===== src/rtl/ram_arb_pkg.sv =====
// Shared types and defaults for the dual-port RAM arbiter.
package ram_arb_pkg;

  typedef enum logic [0:0] {
    ST_INIT = 1'b0,
    ST_RUN  = 1'b1
  } state_e;

  localparam int unsigned DefNumReq    = 4;
  localparam int unsigned DefAddrWidth = 4;
  localparam int unsigned DefDataWidth = 8;

  // Requester index width; a single requester still needs one bit.
  function automatic int unsigned id_width(input int unsigned n);
    return (n > 1) ? $clog2(n) : 1;
  endfunction

endpackage


===== src/rtl/rr_arbiter.sv =====
// Round-robin arbiter: search starts at the pointer and wraps; pointer moves past the winner.
module rr_arbiter #(
  parameter int unsigned NumReq = 4,
  parameter int unsigned IdW    = 2
) (
  input  logic              clk,
  input  logic              rst,
  input  logic [NumReq-1:0] valid,
  input  logic              advance,
  output logic [NumReq-1:0] grant,
  output logic [IdW-1:0]    winner
);

  logic [IdW-1:0]    ptr_q, ptr_d;
  logic [NumReq-1:0] rot;
  logic [IdW-1:0]    offset;
  logic [IdW:0]      sum;
  logic              found;

  always_comb begin
    // Rotate so bit 0 is the pointer position, then take the lowest set bit.
    rot    = NumReq'({valid, valid} >> ptr_q);
    found  = 1'b0;
    offset = '0;
    for (int unsigned k = 0; k < NumReq; k++) begin
      if (!found && rot[k]) begin
        found  = 1'b1;
        offset = IdW'(k);
      end
    end
    sum    = {1'b0, ptr_q} + {1'b0, offset};
    winner = (sum >= (IdW+1)'(NumReq)) ? IdW'(sum - (IdW+1)'(NumReq)) : IdW'(sum);
    grant  = found ? (NumReq'(1) << winner) : '0;
  end

  always_comb begin
    ptr_d = ptr_q;
    if (advance && found) begin
      ptr_d = (winner == IdW'(NumReq - 1)) ? '0 : winner + IdW'(1);
    end
  end

  always_ff @(posedge clk) begin
    if (rst) begin
      ptr_q <= '0;
    end else begin
      ptr_q <= ptr_d;
    end
  end

endmodule


===== src/rtl/ram_port_arbiter.sv =====
// Clears the RAM after reset, then round-robin shares its write and read ports among requesters.
module ram_port_arbiter
  import ram_arb_pkg::*;
#(
  parameter int unsigned NUM_REQ    = DefNumReq,
  parameter int unsigned ADDR_WIDTH = DefAddrWidth,
  parameter int unsigned DATA_WIDTH = DefDataWidth,
  localparam int unsigned DEPTH     = 2 ** ADDR_WIDTH,
  localparam int unsigned IdW       = id_width(NUM_REQ)
) (
  input  logic                           clk,
  input  logic                           rst,
  input  logic [NUM_REQ-1:0]             req_wr_valid,
  input  logic [NUM_REQ*ADDR_WIDTH-1:0]  req_wr_addr,
  input  logic [NUM_REQ*DATA_WIDTH-1:0]  req_wr_data,
  output logic [NUM_REQ-1:0]             req_wr_ready,
  input  logic [NUM_REQ-1:0]             req_rd_valid,
  input  logic [NUM_REQ*ADDR_WIDTH-1:0]  req_rd_addr,
  output logic [NUM_REQ-1:0]             req_rd_ready,
  output logic                           rsp_valid,
  output logic [IdW-1:0]                 rsp_id,
  output logic [DATA_WIDTH-1:0]          rsp_data,
  output logic                           init_done,
  output logic                           wr_enb,
  output logic [ADDR_WIDTH-1:0]          wr_addr,
  output logic [DATA_WIDTH-1:0]          wr_data,
  output logic                           rd_enb,
  output logic [ADDR_WIDTH-1:0]          rd_addr,
  input  logic [DATA_WIDTH-1:0]          rd_data
);

  state_e                state_q, state_d;
  logic [ADDR_WIDTH-1:0] cnt_q, cnt_d;
  logic                  init_done_q, init_done_d;
  logic                  wr_enb_q, wr_enb_d;
  logic [ADDR_WIDTH-1:0] wr_addr_q, wr_addr_d;
  logic [DATA_WIDTH-1:0] wr_data_q, wr_data_d;
  logic                  rd_enb_q, rd_enb_d;
  logic [ADDR_WIDTH-1:0] rd_addr_q, rd_addr_d;
  logic [IdW-1:0]        rd_id_q, rd_id_d;
  logic                  rsp_valid_q, rsp_valid_d;
  logic [IdW-1:0]        rsp_id_q, rsp_id_d;

  logic                  run, hazard, rd_advance;
  logic [NUM_REQ-1:0]    wr_grant, rd_grant;
  logic [IdW-1:0]        wr_win, rd_win;
  logic [ADDR_WIDTH-1:0] wr_addr_arr [NUM_REQ];
  logic [DATA_WIDTH-1:0] wr_data_arr [NUM_REQ];
  logic [ADDR_WIDTH-1:0] rd_addr_arr [NUM_REQ];
  logic [ADDR_WIDTH-1:0] wr_sel_addr, rd_sel_addr;
  logic [DATA_WIDTH-1:0] wr_sel_data;

  for (genvar g = 0; g < NUM_REQ; g++) begin : gen_unpack
    assign wr_addr_arr[g] = req_wr_addr[g*ADDR_WIDTH +: ADDR_WIDTH];
    assign wr_data_arr[g] = req_wr_data[g*DATA_WIDTH +: DATA_WIDTH];
    assign rd_addr_arr[g] = req_rd_addr[g*ADDR_WIDTH +: ADDR_WIDTH];
  end

  rr_arbiter #(
    .NumReq (NUM_REQ),
    .IdW    (IdW)
  ) u_wr_arb (
    .clk     (clk),
    .rst     (rst),
    .valid   (req_wr_valid),
    .advance (run),
    .grant   (wr_grant),
    .winner  (wr_win)
  );

  rr_arbiter #(
    .NumReq (NUM_REQ),
    .IdW    (IdW)
  ) u_rd_arb (
    .clk     (clk),
    .rst     (rst),
    .valid   (req_rd_valid),
    .advance (rd_advance),
    .grant   (rd_grant),
    .winner  (rd_win)
  );

  assign run         = (state_q == ST_RUN);
  assign wr_sel_addr = wr_addr_arr[wr_win];
  assign wr_sel_data = wr_data_arr[wr_win];
  assign rd_sel_addr = rd_addr_arr[rd_win];

  // A same-address read waits one cycle so it observes the new write.
  assign hazard     = run && (|wr_grant) && (|rd_grant) && (wr_sel_addr == rd_sel_addr);
  assign rd_advance = run && !hazard;

  assign req_wr_ready = run ? wr_grant : '0;
  assign req_rd_ready = rd_advance ? rd_grant : '0;

  always_comb begin
    state_d     = state_q;
    cnt_d       = cnt_q;
    init_done_d = init_done_q | run;
    wr_enb_d    = 1'b0;
    wr_addr_d   = wr_addr_q;
    wr_data_d   = wr_data_q;
    unique case (state_q)
      ST_INIT: begin
        wr_enb_d  = 1'b1;
        wr_addr_d = cnt_q;
        wr_data_d = '0;
        cnt_d     = cnt_q + ADDR_WIDTH'(1);
        if (cnt_q == ADDR_WIDTH'(DEPTH - 1)) begin
          state_d = ST_RUN;
        end
      end
      ST_RUN: begin
        if (|wr_grant) begin
          wr_enb_d  = 1'b1;
          wr_addr_d = wr_sel_addr;
          wr_data_d = wr_sel_data;
        end
      end
      default: state_d = ST_INIT;
    endcase
  end

  always_comb begin
    rd_enb_d    = rd_advance && (|rd_grant);
    rd_addr_d   = rd_enb_d ? rd_sel_addr : rd_addr_q;
    rd_id_d     = rd_enb_d ? rd_win : rd_id_q;
    rsp_valid_d = rd_enb_q;
    rsp_id_d    = rd_enb_q ? rd_id_q : rsp_id_q;
  end

  always_ff @(posedge clk) begin
    if (rst) begin
      state_q     <= ST_INIT;
      cnt_q       <= '0;
      init_done_q <= 1'b0;
      wr_enb_q    <= 1'b0;
      wr_addr_q   <= '0;
      wr_data_q   <= '0;
      rd_enb_q    <= 1'b0;
      rd_addr_q   <= '0;
      rd_id_q     <= '0;
      rsp_valid_q <= 1'b0;
      rsp_id_q    <= '0;
    end else begin
      state_q     <= state_d;
      cnt_q       <= cnt_d;
      init_done_q <= init_done_d;
      wr_enb_q    <= wr_enb_d;
      wr_addr_q   <= wr_addr_d;
      wr_data_q   <= wr_data_d;
      rd_enb_q    <= rd_enb_d;
      rd_addr_q   <= rd_addr_d;
      rd_id_q     <= rd_id_d;
      rsp_valid_q <= rsp_valid_d;
      rsp_id_q    <= rsp_id_d;
    end
  end

  assign init_done = init_done_q;
  assign wr_enb    = wr_enb_q;
  assign wr_addr   = wr_addr_q;
  assign wr_data   = wr_data_q;
  assign rd_enb    = rd_enb_q;
  assign rd_addr   = rd_addr_q;
  assign rsp_valid = rsp_valid_q;
  assign rsp_id    = rsp_id_q;
  assign rsp_data  = rd_data;

endmodule


===== config.mk =====
export PLATFORM = sky130hd
export DESIGN_NAME = ram_port_arbiter
export DESIGN_NICKNAME = d
export VERILOG_FILES = /design/src/rtl/ram_arb_pkg.sv /design/src/rtl/rr_arbiter.sv /design/src/rtl/ram_port_arbiter.sv
export SDC_FILE = /design/constraint.sdc
export NUM_CORES = 1
export LEC_CHECK = 0
export CAP_MARGIN = 15
export CORE_MARGIN = 3
export CORE_UTILIZATION = 40
export DETAILED_ROUTE_END_ITERATION = 10
export PLACE_DENSITY = 0.87
export SLEW_MARGIN = 20
export SYNTH_ARGS = -nofsm -noshare
export SYNTH_HDL_FRONTEND = slang
export SYNTH_SLANG_ARGS = --single-unit

===== constraint.sdc =====
create_clock -name clk -period 5.1 [get_ports clk]
set_input_delay 0.51 -clock clk [delete_from_list [all_inputs] [get_ports clk]]
set_output_delay 0.51 -clock clk [all_outputs]
set_load 0.005 [all_outputs]

-- After elaboration in Yosys (flattened, before gate mapping)
Cells that the tools add are included.
- add/sub/neg operators: 7
- multiply operators: 0
- divide/modulo/power cells: 0
- $lt $le $gt $ge: 4
- equality and inequality tests: 5
- shifts and indexed selects: 4
- muxes and demuxes: 39
- bitwise gates (word level): 4
- reduce and logical (&&, ||, !) cells: 22
- operator list (cell ; count):
    $mux W4 ; 9
    $mux W8 ; 3
    $bmux W4 S2 ; 2
    $bmux W8 S2 ; 1
    $mux W2 ; 8
    $pmux W8 S2 ; 1
    $shr A8 B2 Y4 ; 2
    $logic_and A1 B1 Y1 ; 13
    $mux W1 ; 13
    $ge A3 B3 Y1 const B ; 4
    $pmux W4 S2 ; 1
    $reduce_or A4 Y1 ; 2
    $shl A1 B2 Y4 const A ; 2
    $logic_not A1 Y1 ; 7
    $add A2 B2 Y3 ; 2
    $not A2 Y3 ; 2
    $add A2 B1 Y2 const B ; 2
    $add A4 B1 Y4 const B ; 1
    $eq A2 B2 Y1 const B ; 2
    $eq A4 B4 Y1 ; 1
    $eq A4 B4 Y1 const B ; 1
    $sub A2 B1 Y2 const B ; 2
    $ne A2 B1 Y1 const B ; 1
    $pmux W1 S2 ; 1
    other kinds (2) ; 2
- register bits: 33
- bits in latches: 0
- memory bits (writable): 0
- memory bits (read-only): 0
- input bits: 82
- output and inout bits: 38
- memories kept: 0

-- Longest topological paths before layout
Gate-level depths: netlist of run 1.
- depth in word-level cells: 23
- mapped depth: 16
- mapped depth without buffers: 13

-- Hierarchy
A second synthesis of run 1 with hierarchy kept.
- cells, all modules: 274
- area total of the unflattened synthesis: 2565.0 um2
- modules (own cells, without submodules) (module ; instances ; cells an instance ; area each (um2)):
    ram_port_arbiter ; 1 ; 166 ; 1754.2
    rr_arbiter ; 2 ; 54 ; 405.4

-- Worst setup path before layout of run 1
No wires, ideal clock.
- path type: input-to-output
- start point: in req_wr_valid[0]
- end point: out req_rd_ready[0]
- arrival: 3.752 ns
- required time: 4.590 ns
- slack: 0.838 ns
- cell stages on the path: 12
- buffers on the path: 3
- path through: clkbuf_1 > nor3_1 > a311oi_1 > o21ai_0 > ha_1 > clkbuf_1 > inv_1 > clkbuf_1 > mux4_2 > xor2_1 > nor3_1 > a211oi_1
- word-level cells in the longest chain between the ends: 23
- elaborated cells between the ends (all ways): 32
- classes of those cells: 2 x add/sub; 1 x order compare; 1 x eq/ne; 2 x shift; 13 x mux; 1 x bitwise; 12 x reduce/logical
- ends and longest elaborated chain (item ; line ; RTL):
    from (decl) ; ram_port_arbiter.sv:13 ; input logic [NUM_REQ-1:0] req_wr_valid,
    $shr A8 B2 Y4 (*) ; rr_arbiter.sv:22 ; rot = NumReq'({valid, valid} >> ptr_q);
    $mux W1 ; rr_arbiter.sv:26 ; if (!found && rot[k]) begin
    $logic_not A1 Y1 ; rr_arbiter.sv:26 ;
    $logic_and A1 B1 Y1 ; rr_arbiter.sv:26 ;
    $mux W1 ; rr_arbiter.sv:26 ;
    $logic_not A1 Y1 ; rr_arbiter.sv:26 ;
    $logic_and A1 B1 Y1 ; rr_arbiter.sv:26 ;
    $mux W1 ; rr_arbiter.sv:26 ;
    (+7 left out) ; - ;
    $bmux W4 S2 or $mux W4 (tied branches) ; ram_port_arbiter.sv:84, rr_arbiter.sv:33 ;
    $mux W4 (implied by the code) or $reduce_or A4 Y1 (tied branches) ; ram_port_arbiter.sv:84, ram_port_arbiter.sv:89 ;
    $mux W4 (implied by the code) or $logic_and A1 B1 Y1 (tied branches) ; ram_port_arbiter.sv:84, ram_port_arbiter.sv:89 ;
    $eq A4 B4 Y1 or $logic_and A1 B1 Y1 (tied branches) ; ram_port_arbiter.sv:89 ; assign hazard = run && (|wr_grant) && (|rd_grant) && (wr_sel_addr == rd_sel_addr);
    $logic_and A1 B1 Y1 (*) ; ram_port_arbiter.sv:89 ;
    $logic_not A1 Y1 (*) ; ram_port_arbiter.sv:90 ; assign rd_advance = run && !hazard;
    $logic_and A1 B1 Y1 (*) ; ram_port_arbiter.sv:90 ;
    $mux W4 (*) ; ram_port_arbiter.sv:93 ; assign req_rd_ready = rd_advance ? rd_grant : '0;
    to (decl) ; ram_port_arbiter.sv:19 ; output logic [NUM_REQ-1:0] req_rd_ready,
Every way passes the cells marked *; elsewhere a longest branch is shown, timed or not. The select of a mux whose other input is x is not followed.

-- Worst setup path in the final report of run 1
- start point: in req_rd_valid[1]
- end point: out req_rd_ready[1]
- word-level cells in the longest chain between the ends: 23
- elaborated cells between the ends (all ways): 31
- classes of those cells: 2 x add/sub; 1 x order compare; 1 x eq/ne; 2 x shift; 13 x mux; 1 x bitwise; 11 x reduce/logical
- ends and longest elaborated chain (item ; line ; RTL):
    from (decl) ; ram_port_arbiter.sv:17 ; input logic [NUM_REQ-1:0] req_rd_valid,
    $shr A8 B2 Y4 (*) ; rr_arbiter.sv:22 ;
    $mux W1 ; rr_arbiter.sv:26 ;
    $logic_not A1 Y1 ; rr_arbiter.sv:26 ;
    $logic_and A1 B1 Y1 ; rr_arbiter.sv:26 ;
    $mux W1 ; rr_arbiter.sv:26 ;
    $logic_not A1 Y1 ; rr_arbiter.sv:26 ;
    $logic_and A1 B1 Y1 ; rr_arbiter.sv:26 ;
    $mux W1 ; rr_arbiter.sv:26 ;
    (+6 left out) ; - ;
    $not A2 Y3 (implied by the code) ; ram_port_arbiter.sv:86 ; assign rd_sel_addr = rd_addr_arr[rd_win];
    $bmux W4 S2 ; ram_port_arbiter.sv:86 ;
    $mux W4 (implied by the code) (2 in series) ; ram_port_arbiter.sv:86 ;
    $eq A4 B4 Y1 ; ram_port_arbiter.sv:89 ;
    $logic_and A1 B1 Y1 ; ram_port_arbiter.sv:89 ;
    $logic_not A1 Y1 ; ram_port_arbiter.sv:90 ;
    $logic_and A1 B1 Y1 ; ram_port_arbiter.sv:90 ;
    $mux W4 (*) ; ram_port_arbiter.sv:93 ;
Marks and branches as above.

==> results of run 1 <==
## per-layer routing
| metal | share of wire | vias to the layer above |
|---|---|---|
| met2 | 0.50 | 98 |
| li1 | - | 1248 |
| met4 | 0.019 | 0 |
| met5 | 0 | - |
| met3 | 0.069 | 15 |
| met1 | 0.42 | 1171 |
## worst paths after layout
kind | startpoint | end | slack [ps] | depth (start not counted)
setup / recovery | req_rd_valid[1] | req_rd_ready[1] | 230 | 14
hold reg to reg | wr_data[4]$_SDFFE_PP0P_ | wr_data[4]$_SDFFE_PP0P_ | 450 | 2
hold / removal | wr_data[4]$_SDFFE_PP0P_ | wr_data[4]$_SDFFE_PP0P_ | 450 | 2
setup reg to reg | u_wr_arb.ptr_q[0]$_SDFFE_PP0P_ | rd_id_q[1]$_SDFFE_PP0P_ | 1440 | 13
## cell families after synthesis
family,count (synthesis)
AOI/OAI and AO/OA,66
xor gates and xnor gates,9
adders and majority gates,11
buffers and inverters,41
DFF,33
muxes,25
and+or+nand+nor,105
## worst reg2reg max path, stage by stage, from the launching register on
cell and delay (ps):
sky130_fd_sc_hd__dfxtp_1 540, sky130_fd_sc_hd__nor3_1 110, sky130_fd_sc_hd__a311oi_1 240, sky130_fd_sc_hd__o21ai_0 110, sky130_fd_sc_hd__ha_1 200, sky130_fd_sc_hd__xnor2_1 140
sky130_fd_sc_hd__xnor2_1 250, sky130_fd_sc_hd__buf_4 280, sky130_fd_sc_hd__mux2_2 390, sky130_fd_sc_hd__or3_1 350, sky130_fd_sc_hd__a21oi_1 400, sky130_fd_sc_hd__buf_4 250
sky130_fd_sc_hd__a2bb2oi_1 170, sky130_fd_sc_hd__o211ai_1 100
## stage by stage
stage | power, uW | utilization | area (um2) | setup slack, ps
global route | 683.7 | 0.6096 | 3652 | -4.767
global placement | 452.8 | 0.5940 | 3558 | 283.7
detailed placement | 458.2 | 0.5940 | 3558 | 138.5
finish | 651.4 | 0.6096 | 3652 | 230.7
CTS | 650.9 | 0.6084 | 3645 | 100.4
floorplan | 374.1 | - | 2491 | 838.1
## power groups by stage
stage / Combinational, uW / Clock [uW] / Sequential, uW
global route: 207 / 211 / 265
global placement: 182 / 0 / 271
detailed placement: 188 / 0 / 271
finish: 191 / 196 / 265
floorplan: 104 / 0 / 270
CTS: 189 / 197 / 265
## registers in the layout, indices dropped and copies added (netlist names)
register,cells
rd_enb,1
run,1
u_rd_arb.ptr_q,2
wr_addr,4
rd_id_q,2
rsp_valid,1
init_done,1
u_wr_arb.ptr_q,2
wr_enb,1
rsp_id,2
cnt_q,4
rd_addr,4
wr_data,8
## what timing repair did
action / 4_1_cts / 5_1_grt
gates resized for setup: 0 / 1
endpoints found under the hold margin: 0 / 0
hold buffers: 0 / 0
endpoints found under the setup margin: 0 / 4
## final cells by class
class	count	area, um2	area share
Sequential cell	33	660.6	0.1809
Tap cell	75	93.84	0.02569
Clock buffer	7	86.33	0.02364
Multi-Input combinational cell	216	1645	0.4505
Inverter	12	45.04	0.01233
Timing Repair Buffer	115	1121	0.3070
## placed cells by master, fill, tap and decap left out, types with 3 or more instances in the layout
| master | n |
|---|---|
| sky130_fd_sc_hd__a311oi_1 | 5 |
| sky130_fd_sc_hd__a32oi_1 | 8 |
| sky130_fd_sc_hd__mux2i_1 | 12 |
| sky130_fd_sc_hd__nor2_1 | 30 |
| sky130_fd_sc_hd__mux4_2 | 10 |
| sky130_fd_sc_hd__nor3_1 | 5 |
| sky130_fd_sc_hd__dfxtp_1 | 33 |
| sky130_fd_sc_hd__a211oi_1 | 5 |
| sky130_fd_sc_hd__xnor2_1 | 3 |
| sky130_fd_sc_hd__o21ai_0 | 3 |
| sky130_fd_sc_hd__clkbuf_8 | 6 |
| sky130_fd_sc_hd__or3_1 | 3 |
| sky130_fd_sc_hd__clkdlybuf4s50_1 | 103 |
| sky130_fd_sc_hd__o211ai_1 | 9 |
| sky130_fd_sc_hd__ha_1 | 11 |
| sky130_fd_sc_hd__xor2_1 | 5 |
| sky130_fd_sc_hd__o31ai_1 | 3 |
| sky130_fd_sc_hd__nor2b_1 | 7 |
| sky130_fd_sc_hd__o311ai_0 | 4 |
| sky130_fd_sc_hd__buf_4 | 12 |
| sky130_fd_sc_hd__a21oi_1 | 15 |
| sky130_fd_sc_hd__nand3_1 | 4 |
| sky130_fd_sc_hd__nand2_1 | 36 |
| sky130_fd_sc_hd__and3_1 | 4 |
| sky130_fd_sc_hd__inv_1 | 12 |
| sky130_fd_sc_hd__nand2b_1 | 4 |
==> results.md, run 1 <==
Run status:
- The run finished with clean final reports.

Clock network:
- The later pin in the worst-skew pair is clocked with a latency of roughly 280 ps.
- The post-CTS setup buffer count is 0.
- After clock tree synthesis, the clock-pin slew on the worst setup and hold paths is approximately 70 ps.
- The clock tree root buffer cell is sky130_fd_sc_hd__clkbuf_8.
- In this run the number of H-tree levels came out at 2.
- The clock tree from TritonCTS is built.
- In this run the deepest clock path goes through 2 buffers.
- Buffers inserted during clock tree synthesis total 5.
- The number of sinks handled by clock tree synthesis is 33.

Logic synthesis:
- Of the total synthesized cell area, the portion taken by AND, OR, NAND and NOR gates is 0.1994.
- The biggest area consumer among synthesized cells is sky130_fd_sc_hd__dfxtp_1.
- Yosys mapped the design onto 51 distinct sky130hd cell types.
- The mean area per synthesized cell is roughly 8.6 um2.
- Ranked by total cell area, the synthesized netlist is headed by sky130_fd_sc_hd__dfxtp_1 27%, sky130_fd_sc_hd__mux4_2 9.0%, sky130_fd_sc_hd__ha_1 5.5%, sky130_fd_sc_hd__nand2_1 5.4%, sky130_fd_sc_hd__mux2i_1 4.8%.
- The count of state elements after synthesis is 33.
- The portion of synthesized area spent on multiplexers is 0.1642.
- The synthesized netlist cell count is 290.
- The number of synthesized flops with an enable pin is 0.
- Of the total synthesized cell area, the portion taken by XOR and XNOR cells is 0.03164.
- The net count after synthesis is 383.
- For this run, the leading register cell type out of synthesis is sky130_fd_sc_hd__dfxtp_1.
- The compound-gate portion of the synthesized area is 0.2014.
- Yosys printed 0 warnings.
- Of the post-synthesis cell area, the dominant cell type holds 0.2652.
- Ranked by instance count, the synthesized netlist is headed by 36 x sky130_fd_sc_hd__nand2_1, 33 x sky130_fd_sc_hd__dfxtp_1, 30 x sky130_fd_sc_hd__nor2_1, 15 x sky130_fd_sc_hd__a21oi_1, 15 x sky130_fd_sc_hd__clkbuf_1.
- Of the total synthesized cell area, the portion taken by full adders, half adders and majority gates is 0.05525.
- Of the synthesized area, sequential elements account for 0.2652.
- The most common cell in the synthesized netlist is sky130_fd_sc_hd__nand2_1.
- The mapped netlist covers 2491 um2.
- The largest family of logic cells by synthesized area is compound AO/OA/AOI/OAI gates.
- The share of synthesized flip-flops with an asynchronous set or reset is 0.

Drt:
- In this run the remaining antenna-violating nets after routing total 0.
- The vias after detailed routing is around 2,500.
- The post-detailed-routing wire length is 7099 um.
- The number of search-and-repair iterations in the first detailed-routing pass is 4.
- The post-route DRC violation count is 0.
- The average routed wire per standard cell is about 16 um.
- The number of vias per cell after detailed routing is around 5.5.
- In this run, the number of DRC markers left after iteration 0 of detailed routing was approximately 150.

Placed design:
- The number of placed instances, taps included, is 451.
- Routability-driven placement finished with a final weighted congestion of ~0.86.
- After legalization and detailed placement, the total HPWL measured roughly 5500 um.
- The count of buffers added on input and output ports is slightly above 100.

Finish:
- The final cell count without fillers is 458.
- The share of cells above drive strength 1 is 0.09138.
- The final layout contains between 400 and 500 nets.
- The relative area change from synthesis to final layout is 46.61%.
- The repair_antennas step left the layout with diodes totalling 0.
- The filler cells instantiated in the layout total roughly 500.

STA:
- The final setup skew is between 4 and 5 ps.
- The summed negative setup slack over all endpoints is 0 ps.
- The max-slew headroom at the worst pin is 0.2897.
- The number of hold-slack violations in the final timing report came to 0.
- The fmax is 0.2054 GHz.
- The worst hold-check slack is around 450 ps.
- The final critical-path share of the clock period is 0.9548.
- The number of pins exceeding their max-slew limit in the final report is 0.
- The slew of the pin with the lowest slew margin is ~1100 ps.
- Setup violations remaining at the end of the flow were counted as 0.
- Subtracting the final worst setup slack from the clock period gives about 5000 ps.

Floorplan:
- The die is 84.92 um wide.
- In this run the count of I/O pins placed on the die edge is 120.
- In this run the core area contains 28 standard-cell rows.
- In this run the standard cell core region covers 5991 um2.
- The die covers 7211 um2.
- The die span in y is approximately 85 um.
- For this configuration, the core starts out at a cell density of 0.4158.

GRT:
- The total global-route track usage is 0.1975.
- The initial antenna violation count is 0.
- The layer flagged by global routing as most heavily used is met2.
- Entering global routing, the biggest net connects 29 pins.
- The via count of the first global-routing pass is ~2,500.
- For met1 alone, demand over resource in global routing was 0.2471.
- For this run, global-route usage on met2 was measured as 0.3302.
- The total overflow left after global routing is 0.
- The routing usage on met3 is 0.05631.
- The wire length of the first global-routing pass is ~12,000 um.

Critical path:
- Of all nets on the critical path, the largest fanout is 10.
- The worst setup path is of the in -> out kind.
- Grouping stages by cell kind, the critical path spends the most delay in buffers and inverters.
- On the worst path, the slowest cell contributes a delay of about 620 ps.
- Walking the worst path, the cells encountered are clkdlybuf4s50_1, nor2_1, or4_1, o2111ai_1, ha_1, xor2_1, and3_4, or2_1, mux4_1, xor2_2, nor3_1, buf_4, a211oi_1, clkdlybuf4s50_1.
- For this design, the slowest cell found on the critical path is sky130_fd_sc_hd__clkdlybuf4s50_1.
- The data arrival time of the worst path is ~4400 ps.
- STA classifies the critical path endpoint as a primary output.
- The worst endpoint required time is about 4600 ps.
- The most repeated library cell on the critical path is sky130_fd_sc_hd__clkdlybuf4s50_1.
- The number of buffers and inverters on the critical path is 3.
- The startpoint class of the critical path is a primary input.

Power:
- The power share of the clock group is 0.300.
- Of the total power, combinational logic draws 0.293.
- The power density over the cells is roughly 180 nW/um2.
- The internal power consumption is 475.4 uW.
- The static power due to leakage is 0.001386 uW.
- Of the total power, the share spent switching nets is 0.2701.
- The sequential cell fraction of total power is 0.407.
- The net switching component of the power is around 180 uW.
- IR analysis of the VDD net gives a maximum drop of roughly 0.15 mV.

Hold path:
- The worst hold-check path type is reg -> reg.

Job:
- The tool flagged a number of max-cap violations equal to 0.
Power figures use the tool's default switching activity.
==> run 2, diff against run 1 <==
Settings changed: CAP_MARGIN 15 to not set, GPL_TIMING_DRIVEN set to 0.
Clock period 5.1 ns to 4.5 ns, I/O delays scaled along.
==> results.md, run 2 (synthesis gave the netlist of run 1 again) <==
Hold path:
- The worst hold-check path type is reg -> reg (unchanged).

Finish:
- The final cell count without fillers is 481 (was 458).
- The total number of nets in the final design is 498 (was 476).
- Leading cell types in the layout, fill and taps excluded: 102 x sky130_fd_sc_hd__clkdlybuf4s50_1, 36 x sky130_fd_sc_hd__nand2_1, 33 x sky130_fd_sc_hd__dfxtp_1, 30 x sky130_fd_sc_hd__nor2_1, 14 x sky130_fd_sc_hd__a21oi_1 (was 103 x sky130_fd_sc_hd__clkdlybuf4s50_1, 36 x sky130_fd_sc_hd__nand2_1, 33 x sky130_fd_sc_hd__dfxtp_1, 30 x sky130_fd_sc_hd__nor2_1, 15 x sky130_fd_sc_hd__a21oi_1).
- The share of cells above drive strength 1 was 0.1355 (was 0.09138).
- The relative area change from synthesis to final layout is 56.15% (was 46.61%).
- The number of antenna diodes is 0 (unchanged).
- The most common cell after layout, fill and taps aside is sky130_fd_sc_hd__clkdlybuf4s50_1 (unchanged).
- The flip-flop count of the largest register after layout is 8 (unchanged).
- The fill cell instance count of the final layout was 459 (was 492).

GRT:
- The via count of the first global-routing pass is 2,823 (was 2,520).
- The maximum number of pins on one net before global-route repair is 12 (was 29).
- The wire length of the first global-routing pass is 12,900 um (was 11,710 um).
- The remaining global-route overflow is 0 (unchanged).
- The total global-route track usage came to 0.2222 (was 0.1975).
- The initial antenna violation count is 0 (unchanged).

STA:
- The final worst slack was 187.4 ps (was 230.7 ps).
- In the finished design, the share of the clock period the worst path needs comes to 0.9583.
- The minimum period implied by the final worst setup slack is 4313 ps.
- The summed negative setup slack over all endpoints came to 0 ps (unchanged).
- Setup repair after global routing left no endpoint under its margin.
- The number of pins exceeding their max-slew limit in the final report was 0 (unchanged).
- Based on the critical path, the design can be clocked at up to approximately 0.23 GHz.
- The setup violation total in the final timing report came to 0 (unchanged).
- The max-slew headroom at the worst pin came to 0.4834 (was 0.2897).
- The number of hold-slack violations in the final timing report is 0 (unchanged).
- The slew of the pin with the lowest slew margin was 766.5 ps (was 1062 ps).
- The final setup skew is 5.151 ps (was 4.265 ps).

Power:
- The total chip power came to 804.9 uW (was 651.4 uW).
- The static power due to leakage is 0.001502 uW (was 0.001386 uW).
- The power density over the cells came to 206.9 nW/um2 (was 178.3 nW/um2).
- The highest ir drop seen on vdd came to 0.1858 mV (was 0.1460 mV).

Drt:
- The number of search-and-repair iterations in the first detailed-routing pass is 4 (unchanged).
- The remaining antenna violation count is 0 (unchanged).
- The post-detailed-routing wire length is 8042 um (was 7099 um).
- The number of vias per cell after detailed routing was 5.744 (was 5.528).
- The detailed router's first-iteration violation count came to 184 (was 145).
- The post-route DRC violation count is 0 (unchanged).
- The average routed wire per standard cell is 16.72 um (was 15.50 um).
- The vias after detailed routing is 2,763 (was 2,532).

Floorplan:
- The starting utilization of the core area is 0.4158 (unchanged).
- The die width is 84.92 um (unchanged).
- The count of boundary I/O pins is 120 (unchanged).
- The die area is 7211 um2 (unchanged).
- The die span in y was 84.92 um (unchanged).
- The number of rows in the core area is 28 (unchanged).
- The total core area is 5991 um2 (unchanged).

Placed design:
- The pre-CTS setup slack was -1123 ps (was 138.5 ps).
- The routability-driven placement congestion ratio is 0.8586 (was 0.8561).
- The number of buffers inserted by port buffering was 106 (was 103).
- The number of instances in the placed design is 471 (was 451).
- The detailed placement HPWL is 5900 um (was 5510 um).

Critical path:
- The endpoint class of the critical path is a primary output (unchanged).
- The worst endpoint required time was 4050 ps (was 4590 ps).
- The data arrival time of the worst path is 3860 ps (was 4360 ps).
- The category of the critical setup timing path is reg -> out (was in -> out).
- The startpoint class of the critical path is a register (was primary input).
- The maximum fanout along the worst path is 10 (unchanged).

Clock network:
- The clock tree root buffer cell was sky130_fd_sc_hd__clkbuf_8 (unchanged).
- The number of H-tree branching levels was 2 (unchanged).
- The number of clock buffers inserted by TritonCTS was 5 (unchanged).
- The count of hold buffers inserted by post-cts repair is 0 (unchanged).
- The clock latency on the worst-skew pair is 280 ps (about the same).
- The number of sinks handled by clock tree synthesis was 33 (unchanged).
- The register clock-pin slew on the reported worst setup and hold paths was 70 ps (about the same).
- The number of buffers on the longest clock path came to 2 (unchanged).
- The clock tree from TritonCTS is built (unchanged).

Run status:
- Status: complete, no violations (unchanged).

Job:
- The max-cap violation count came to 0 (unchanged).
run 2: what timing repair did:
item / 4_1_cts / 5_1_grt
setup endpoints to repair: 4 / 4
buffers inserted: 4 / 0
pin swaps: 3 / 1
resized for setup: 17 / 16
cloned: 0 / 0
run 2: cell type report:
| type | count | area, um2 | share of cell area |
|---|---|---|---|
| multi-input cells | 216 | 1724 | 0.4432 |
| clock inverters | 1 | 5.005 | 0.001287 |
| inverters | 12 | 45.04 | 0.01158 |
| well taps | 75 | 93.84 | 0.02412 |
| plain buffers | 27 | 163.9 | 0.04214 |
| flip-flops and latches | 33 | 660.6 | 0.1698 |
| clock buffers | 7 | 96.34 | 0.02477 |
| repair buffers | 110 | 1101 | 0.2831 |
run 2: worst paths after layout:
kind | depth (start not counted) | slack, ps | from | endpoint
setup / recovery | 13 | 190 | u_rd_arb.ptr_q[0]$_SDFFE_PP0P_ | req_rd_ready[3]
hold reg to reg | 2 | 460 | wr_data[3]$_SDFFE_PP0P_ | wr_data[3]$_SDFFE_PP0P_
setup reg to reg | 14 | 800 | u_rd_arb.ptr_q[0]$_SDFFE_PP0P_ | u_rd_arb.ptr_q[1]$_SDFFE_PP0P_
hold / removal | 2 | 460 | wr_data[3]$_SDFFE_PP0P_ | wr_data[3]$_SDFFE_PP0P_
run 2: report_power, final:
part / leakage, uW / internal (uW) / switching (uW)
clock network: 0.0000542 / 138 / 115
logic: 0.00118 / 140 / 112
registers: 0.000267 / 296 / 3.89
run 2: critical path, cell delays in order, from the launching register on:
cell and delay [ps]:
sky130_fd_sc_hd__dfxtp_1 320, sky130_fd_sc_hd__clkbuf_2 180, sky130_fd_sc_hd__or4_1 550, sky130_fd_sc_hd__o2111ai_1 110, sky130_fd_sc_hd__ha_2 220, sky130_fd_sc_hd__xor2_1 180
sky130_fd_sc_hd__a21oi_1 110, sky130_fd_sc_hd__or2_1 260, sky130_fd_sc_hd__buf_6 140, sky130_fd_sc_hd__mux4_2 370, sky130_fd_sc_hd__xor2_4 220, sky130_fd_sc_hd__nor3_4 310
sky130_fd_sc_hd__a211oi_1 120, sky130_fd_sc_hd__clkdlybuf4s50_1 470
run 2: per-stage QoR:
| step | hold slack (ps) | area (um2) | utilization |
|---|---|---|---|
| global placement | 436.6 | 3646 | 0.6086 |
| floorplan | 448.3 | 2491 | - |
| global route | 489.6 | 3890 | 0.6493 |
| CTS | 458.9 | 3840 | 0.6410 |
| finish | 457.0 | 3890 | 0.6493 |
| detailed placement | 449.6 | 3646 | 0.6086 |
run 2: routing by layer:
| layer | global-route usage | routed length (um) | up-vias |
|---|---|---|---|
| li1 | - | - | 1293 |
| met1 | 0.2455 | 2949 | 1302 |
| met2 | 0.3943 | 4139 | 139 |
| met3 | 0.06311 | 653 | 29 |
| met4 | 0.1007 | 299 | 0 |
| met5 | 0 | 0 | - |
==> run 3, diff against run 2 <==
Settings changed: CORE_MARGIN 3 to 8.
==> results.md, run 3 (synthesis gave the netlist of run 1 again) <==
STA:
- The max-slew headroom at the worst pin is 0.4579 (was 0.4834).
- The number of pins exceeding their max-slew limit in the final report is 0 (unchanged).
- The minimum period implied by the final worst setup slack is 4340 ps (was 4313 ps).
- The fmax came to 0.2304 GHz (was 0.2319 GHz).
- Unrepaired setup endpoints after global routing: no (unchanged).
- The final setup skew is 10.51 ps (was 5.151 ps).
- The final worst slack is 160.0 ps (was 187.4 ps).
- The worst hold-check slack was 449.4 ps (was 457.0 ps).
- The final critical-path share of the clock period is 0.9644 (was 0.9583).
- The slew of the pin with the lowest slew margin came to 805.7 ps (was 766.5 ps).
- The number of hold-slack violations in the final timing report was 0 (unchanged).
- The setup violation total in the final timing report was 0 (unchanged).

Floorplan:
- The die area was 9009 um2 (was 7211 um2).
- The die span in y came to 94.92 um (was 84.92 um).
- The die width is 94.92 um (was 84.92 um).
- The count of boundary I/O pins is 120 (unchanged).
- The starting utilization of the core area is 0.4183 (was 0.4158).
- The total core area is 5956 um2 (was 5991 um2).
- The number of rows in the core area is 28 (unchanged).

Finish:
- The total number of nets in the final design was 502 (was 498).
- The share of cells above drive strength 1 is 0.1415 (was 0.1355).
- The utilization after layout is 0.6542 (was 0.6493).
- The post-layout instance area was 3896 um2 (was 3890 um2).
- The flip-flop count of the largest register after layout was 8 (unchanged).
- Leading cell types in the layout, fill and taps excluded: 102 x sky130_fd_sc_hd__clkdlybuf4s50_1, 36 x sky130_fd_sc_hd__nand2_1, 33 x sky130_fd_sc_hd__dfxtp_1, 30 x sky130_fd_sc_hd__nor2_1, 16 x sky130_fd_sc_hd__buf_4 (was 102 x sky130_fd_sc_hd__clkdlybuf4s50_1, 36 x sky130_fd_sc_hd__nand2_1, 33 x sky130_fd_sc_hd__dfxtp_1, 30 x sky130_fd_sc_hd__nor2_1, 14 x sky130_fd_sc_hd__a21oi_1).
- The relative area change from synthesis to final layout is 56.40% (was 56.15%).
- The fill cell instance count of the final layout is 469 (was 459).
- The number of antenna diodes is 0 (unchanged).
- The final cell count without fillers is 485 (was 481).
- The most common cell after layout, fill and taps aside is sky130_fd_sc_hd__clkdlybuf4s50_1 (unchanged).

Drt:
- The average routed wire per standard cell is 17.80 um (was 16.72 um).
- The detailed router's first-iteration violation count is 221 (was 184).
- The number of search-and-repair iterations in the first detailed-routing pass is 5 (was 4).
- The number of vias per cell after detailed routing was 5.744 (about the same).
- The vias after detailed routing is 2,786 (was 2,763).
- The remaining antenna violation count is 0 (unchanged).
- The post-route DRC violation count was 0 (unchanged).
- The post-detailed-routing wire length is 8631 um (was 8042 um).

Critical path:
- The origin of the critical flop-to-flop path is u_rd_arb.ptr_q[0]$_SDFFE_PP0P_ (unchanged).
- Cell-by-cell trace of the critical path: clkbuf_2, or4_1, o2111ai_1, ha_2, xor2_2, a21oi_1, or2_1, buf_6, mux2i_1, xor2_2, nor3_4, a211oi_1, clkdlybuf4s50_1 (was clkbuf_2, or4_1, o2111ai_1, ha_2, xor2_1, a21oi_1, or2_1, buf_6, mux4_2, xor2_4, nor3_4, a211oi_1, clkdlybuf4s50_1).
- The startpoint class of the critical path was a register (unchanged).
- The data arrival time of the worst path is 3890 ps (was 3860 ps).
- Among the stages of the critical path, the cell type that occurs most often is sky130_fd_sc_hd__xor2_2.
- The maximum fanout along the worst path is 10 (unchanged).
- The depth of the worst register-to-register path was 14 (unchanged).
- The cell at the slowest stage of the critical path is sky130_fd_sc_hd__clkdlybuf4s50_1 (was sky130_fd_sc_hd__or4_1).
- The endpoint class of the critical path was a primary output (unchanged).
- The top cell family by delay on the critical path is buffers and inverters (was simple AND/OR/NAND/NOR gates).
- The category of the critical setup timing path is reg -> out (unchanged).
- The endpoint of the worst register-to-register path is u_rd_arb.ptr_q[1]$_SDFFE_PP0P_ (unchanged).
- The worst endpoint required time is 4050 ps (about the same).
- The delay of the slowest critical-path stage was 550 ps (about the same).
- The minimum setup slack among reg-to-reg paths came to 810 ps (was 800 ps).
- The buffers plus inverters on the worst setup path is 3 (unchanged).

Placed design:
- The detailed placement HPWL came to 6460 um (was 5900 um).
- The number of instances in the placed design came to 471 (unchanged).
- The pre-CTS setup slack is -1285 ps (was -1123 ps).
- The routability-driven placement congestion ratio came to 0.8811 (was 0.8586).
- The post-placement cell area came to 3654 um2 (was 3646 um2).
- The number of buffers inserted by port buffering came to 106 (unchanged).

Run status:
- Status: complete, no violations (unchanged).

Clock network:
- The number of sinks handled by clock tree synthesis is 33 (unchanged).
- The clock tree root buffer cell is sky130_fd_sc_hd__clkbuf_8 (unchanged).
- The number of buffers on the longest clock path is 2 (unchanged).
- The clock latency on the worst-skew pair is 290 ps (was 280 ps).
- The number of H-tree branching levels came to 2 (unchanged).
- The register clock-pin slew on the reported worst setup and hold paths is 70 ps (about the same).
- The number of clock buffers inserted by TritonCTS was 5 (unchanged).
- The clock tree from TritonCTS is built (unchanged).

GRT:
- The via count of the first global-routing pass came to 2,784 (was 2,823).
- The total global-route track usage came to 0.1854 (was 0.2222).
- The remaining global-route overflow is 0 (unchanged).
- The wire length of the first global-routing pass is 13,290 um (was 12,900 um).
- The maximum number of pins on one net before global-route repair is 12 (unchanged).
- The initial antenna violation count is 0 (unchanged).

Power:
- The power density over the cells is 201.8 nW/um2 (was 206.9 nW/um2).
- The static power due to leakage is 0.001493 uW (was 0.001502 uW).
- The highest ir drop seen on vdd is 0.1162 mV (was 0.1858 mV).

Hold path:
- The launch point of the worst hold path is wr_data[5]$_SDFFE_PP0P_ (was wr_data[3]$_SDFFE_PP0P_).
- The count of cells along the worst hold path is 2 (unchanged).
- The worst hold-check path type is reg -> reg (unchanged).
- The endpoint with the worst hold slack is wr_data[5]$_SDFFE_PP0P_ (was wr_data[3]$_SDFFE_PP0P_).

Job:
- The max-cap violation count is 0 (unchanged).
==> run 3: worst max path at each step <==
| stage | depth (start not counted) | slack, ps | end | start |
|---|---|---|---|---|
| floorplan | 12 | 360 | req_rd_ready[0] | req_wr_valid[0] |
| global placement | 13 | -1130 | req_rd_ready[2] | req_wr_valid[3] |
| detailed placement | 13 | -1280 | req_rd_ready[2] | req_wr_valid[3] |
| CTS | 12 | 10 | req_rd_ready[2] | req_wr_valid[3] |
| global route | 13 | 7 | req_rd_ready[1] | u_rd_arb.ptr_q[0]$_SDFFE_PP0P_ |
| finish | 13 | 160 | req_rd_ready[2] | u_rd_arb.ptr_q[0]$_SDFFE_PP0P_ |
==> run 3: report_power, final <==
part           leakage, uW  switching [uW]  total [uW]  internal, uW
logic              0.00118             118         262           144
registers         0.000267            4.23         301           296
clock network    0.0000439             117         224           107
total              0.00149             240         786           547
==> run 3: metrics by stage <==
stage	TNS, ps	total power [uW]
floorplan	0	424.0
global placement	-6124	518.0
detailed placement	-7836	525.0
CTS	0	776.5
global route	0	815.5
finish	0	786.1
==> run 3: repair_timing <==
action	4_1_cts	5_1_grt
setup endpoints to repair	11	5
hold buffers	0	0
pin swaps	4	1
resized for setup	20	10
setup buffers	6	2
==> run 3: worst min-delay path: cells and delay by family, from the launching register on <==
kind / cells / cell delay (ps)
compound gates: 1 / 50
flops: 1 / 310
simple gates: 1 / 50
==> run 3: area by class of cell <==
cell class | count | area (um2) | share of cell area
clock inverters | 3 | 17.52 | 0.004496
well taps | 75 | 93.84 | 0.02408
inverters | 12 | 45.04 | 0.01156
flip-flops and latches | 33 | 660.6 | 0.1696
clock buffers | 5 | 68.82 | 0.01766
plain buffers | 27 | 163.9 | 0.04207
repair buffers | 114 | 1124 | 0.2884
multi-input cells | 216 | 1723 | 0.4422
==> run 3: routing by layer <==
metal | wire length (um) | track usage
met1 | 3194 | 0.1876
met2 | 4372 | 0.3337
met3 | 910 | 0.07222
met4 | 155 | 0.07542
met5 | 0 | 0
==> RTL change, RTL diff (config.mk and constraints of run 1) <==
Change the package constant `DefDataWidth` from 8 to 10.
--- a/src/rtl/ram_arb_pkg.sv
+++ b/src/rtl/ram_arb_pkg.sv
@@ -9,5 +9,5 @@
   localparam int unsigned DefNumReq    = 4;
   localparam int unsigned DefAddrWidth = 4;
-  localparam int unsigned DefDataWidth = 8;
+  localparam int unsigned DefDataWidth = 10;
 
   // Requester index width; a single requester still needs one bit.
Interface: changed (resized rd_data, req_wr_data, rsp_data and wr_data); port bits go from 120 to 134. The function was not compared with the original's and may differ.
==> RTL change against run 1 <==
  * Sequential cell count grew 2
  * Die area grew 6.9%
  * Count of clock-buffer cells in the layout shrank 2
  * Maximum frequency grew 0.97%
  * Final cell count grew 4.8%
  * Synthesized area grew 7.4%
  * Power grew 8.1%
  * Synthesized cell count grew 6.9%
  * Final area grew 5.7%
  * Worst setup slack gained 0.047 ns
  * Routed wire length grew 7.2%
  * Critical endpoint is now req_rd_ready[0]
==> RTL change: results (changes against run 1) <==
status:
  status: "complete, no violations"
synthesis:
  synth_common_cells: "nand2_1 (40), dfxtp_1 (35), nor2_1 (30)"
  synth_cell_types: 57  # +12%
  synthXorXnorAreaFrac_pct: 3.179  # +0.015 points
  synth_compound_area_share_pct: 19.59  # -0.55 points
  synth_nets: 413  # +7.8%
  synthAdderAreaFrac_pct: 5.143  # -0.38 points
  synth.area.top_cells: "dfxtp_1 (26%), mux4_2 (10%), nand2_1 (5.6%)"
  synth_mux_area_share_pct: 15.99  # -0.44 points
  ys_seq_area_share_pct: 26.18  # -0.34 points
  synth.avg_cell_area_sq_um: 8.633  # +0.50%
placement:
  hpwlAfterDp_mm: 5.930  # +7.6%
  io_buffer_count: 113  # +9.7%
worst_setup_path:
  arrival_ns: 4.31  # -0.05 ns
  path_max_fanout: 9  # -1
  crit_start: "req_rd_valid[0]"
  rr_startpoint: "u_rd_arb.ptr_q[0]"
  r2r_end: "rd_addr[0]"
  crit_end: "req_rd_ready[0]"
sta:
  whs_ns: 0.4577  # +0.008643 ns
  fmax_mhz: 207.4  # +0.97%
  slew_headroom_pct: 36.49  # +7.5 points
global_routing:
  first_global_vias: 2523  # +0.12%
  grtUsageMet1_pct: 24.78  # +0.070 points
  grt_max_degree: 27  # -6.9%
  grt_pass1_wl_mm: 11.91  # +1.7%
  gr-usage-met3_pct: 3.198  # -2.4 points
  grt_use_total_pct: 19.21  # -0.54 points
cells_and_area:
  drive_gt1_share_pct: 9.926  # +0.79 points
  largest_reg_flops: 10  # +2
  fillers: 539  # +9.6%
  nets: 505  # +6.1%
routing:
  drt_iter0_drc: 137  # -5.5%
  wirelength_met1_mm: 3.120  # +5.8%
  avgViaCountPerCell: 5.596  # +1.2%
  wl_met2_mm: 3.894  # +11%
  wl_met3_um: 387  # -21%
power_and_ir_drop:
  p_leak_nw: 1.447  # +4.4%
hold_path:
  min_to: "wr_data[3]"
==> RTL change: cell count changes in the layout (fill, tap and decap cells not counted), sizes merged, moves of 3 or more <==
cell / change
xor2: -3
o21ai: +3
nand2: +5
buf: -8
a211oi: -4
clkdlybuf4s50: +10
inv: -3
a32oi: -3
nor2b: +3
and2: +6
o211ai: -3
==> RTL change: timing repair <==
action	in CTS	in global routing
endpoints found under the hold margin	0	0
hold buffers	0	0
endpoints found under the setup margin	0	1
resized for setup	0	1
==> RTL change: logic make-up (layout without fill, tap and decap cells) <==
logic type               count (synthesis)  count (layout)
AO/OA/AOI/OAI                           69              69
XOR/XNOR                                 8               8
adder cells (fa/ha/maj)                 11              11
buffers and inverters                   41             134
flip-flops                              35              35
multiplexers                            27              27
AND/OR/NAND/NOR                        119             119
==> RTL change: report_power, final <==
part / leakage, nW / switching [mW] / internal (mW) / total [mW]
logic: 1.12 / 0.0975 / 0.117 / 0.215
clock network: 0.0443 / 0.112 / 0.0976 / 0.209
registers: 0.283 / 0.00303 / 0.277 / 0.280
total: 1.45 / 0.212 / 0.492 / 0.704
==> RTL change: worst max-delay path: stages <==
cell and delay [ns]:
clkdlybuf4s50_1 0.55, or4_1 0.57, o2111ai_1 0.12, ha_1 0.19, xnor2_1 0.07, or3_1 0.51
nand2_1 0.22, mux4_2 0.41, xnor2_2 0.20, a31oi_1 0.26, and2_1 0.18, clkdlybuf4s50_1 0.51
==> RTL change: area by class of cell <==
type	count	area, sq um	share of cell area (%)
clock buffers	5	68.82	1.783
clock inverters	3	25.02	0.6485
well taps	77	96.34	2.497
flip-flops and latches	35	700.7	18.16
repair buffers	117	1161	30.09
inverters	9	33.78	0.8755
multi-input cells	234	1773	45.95
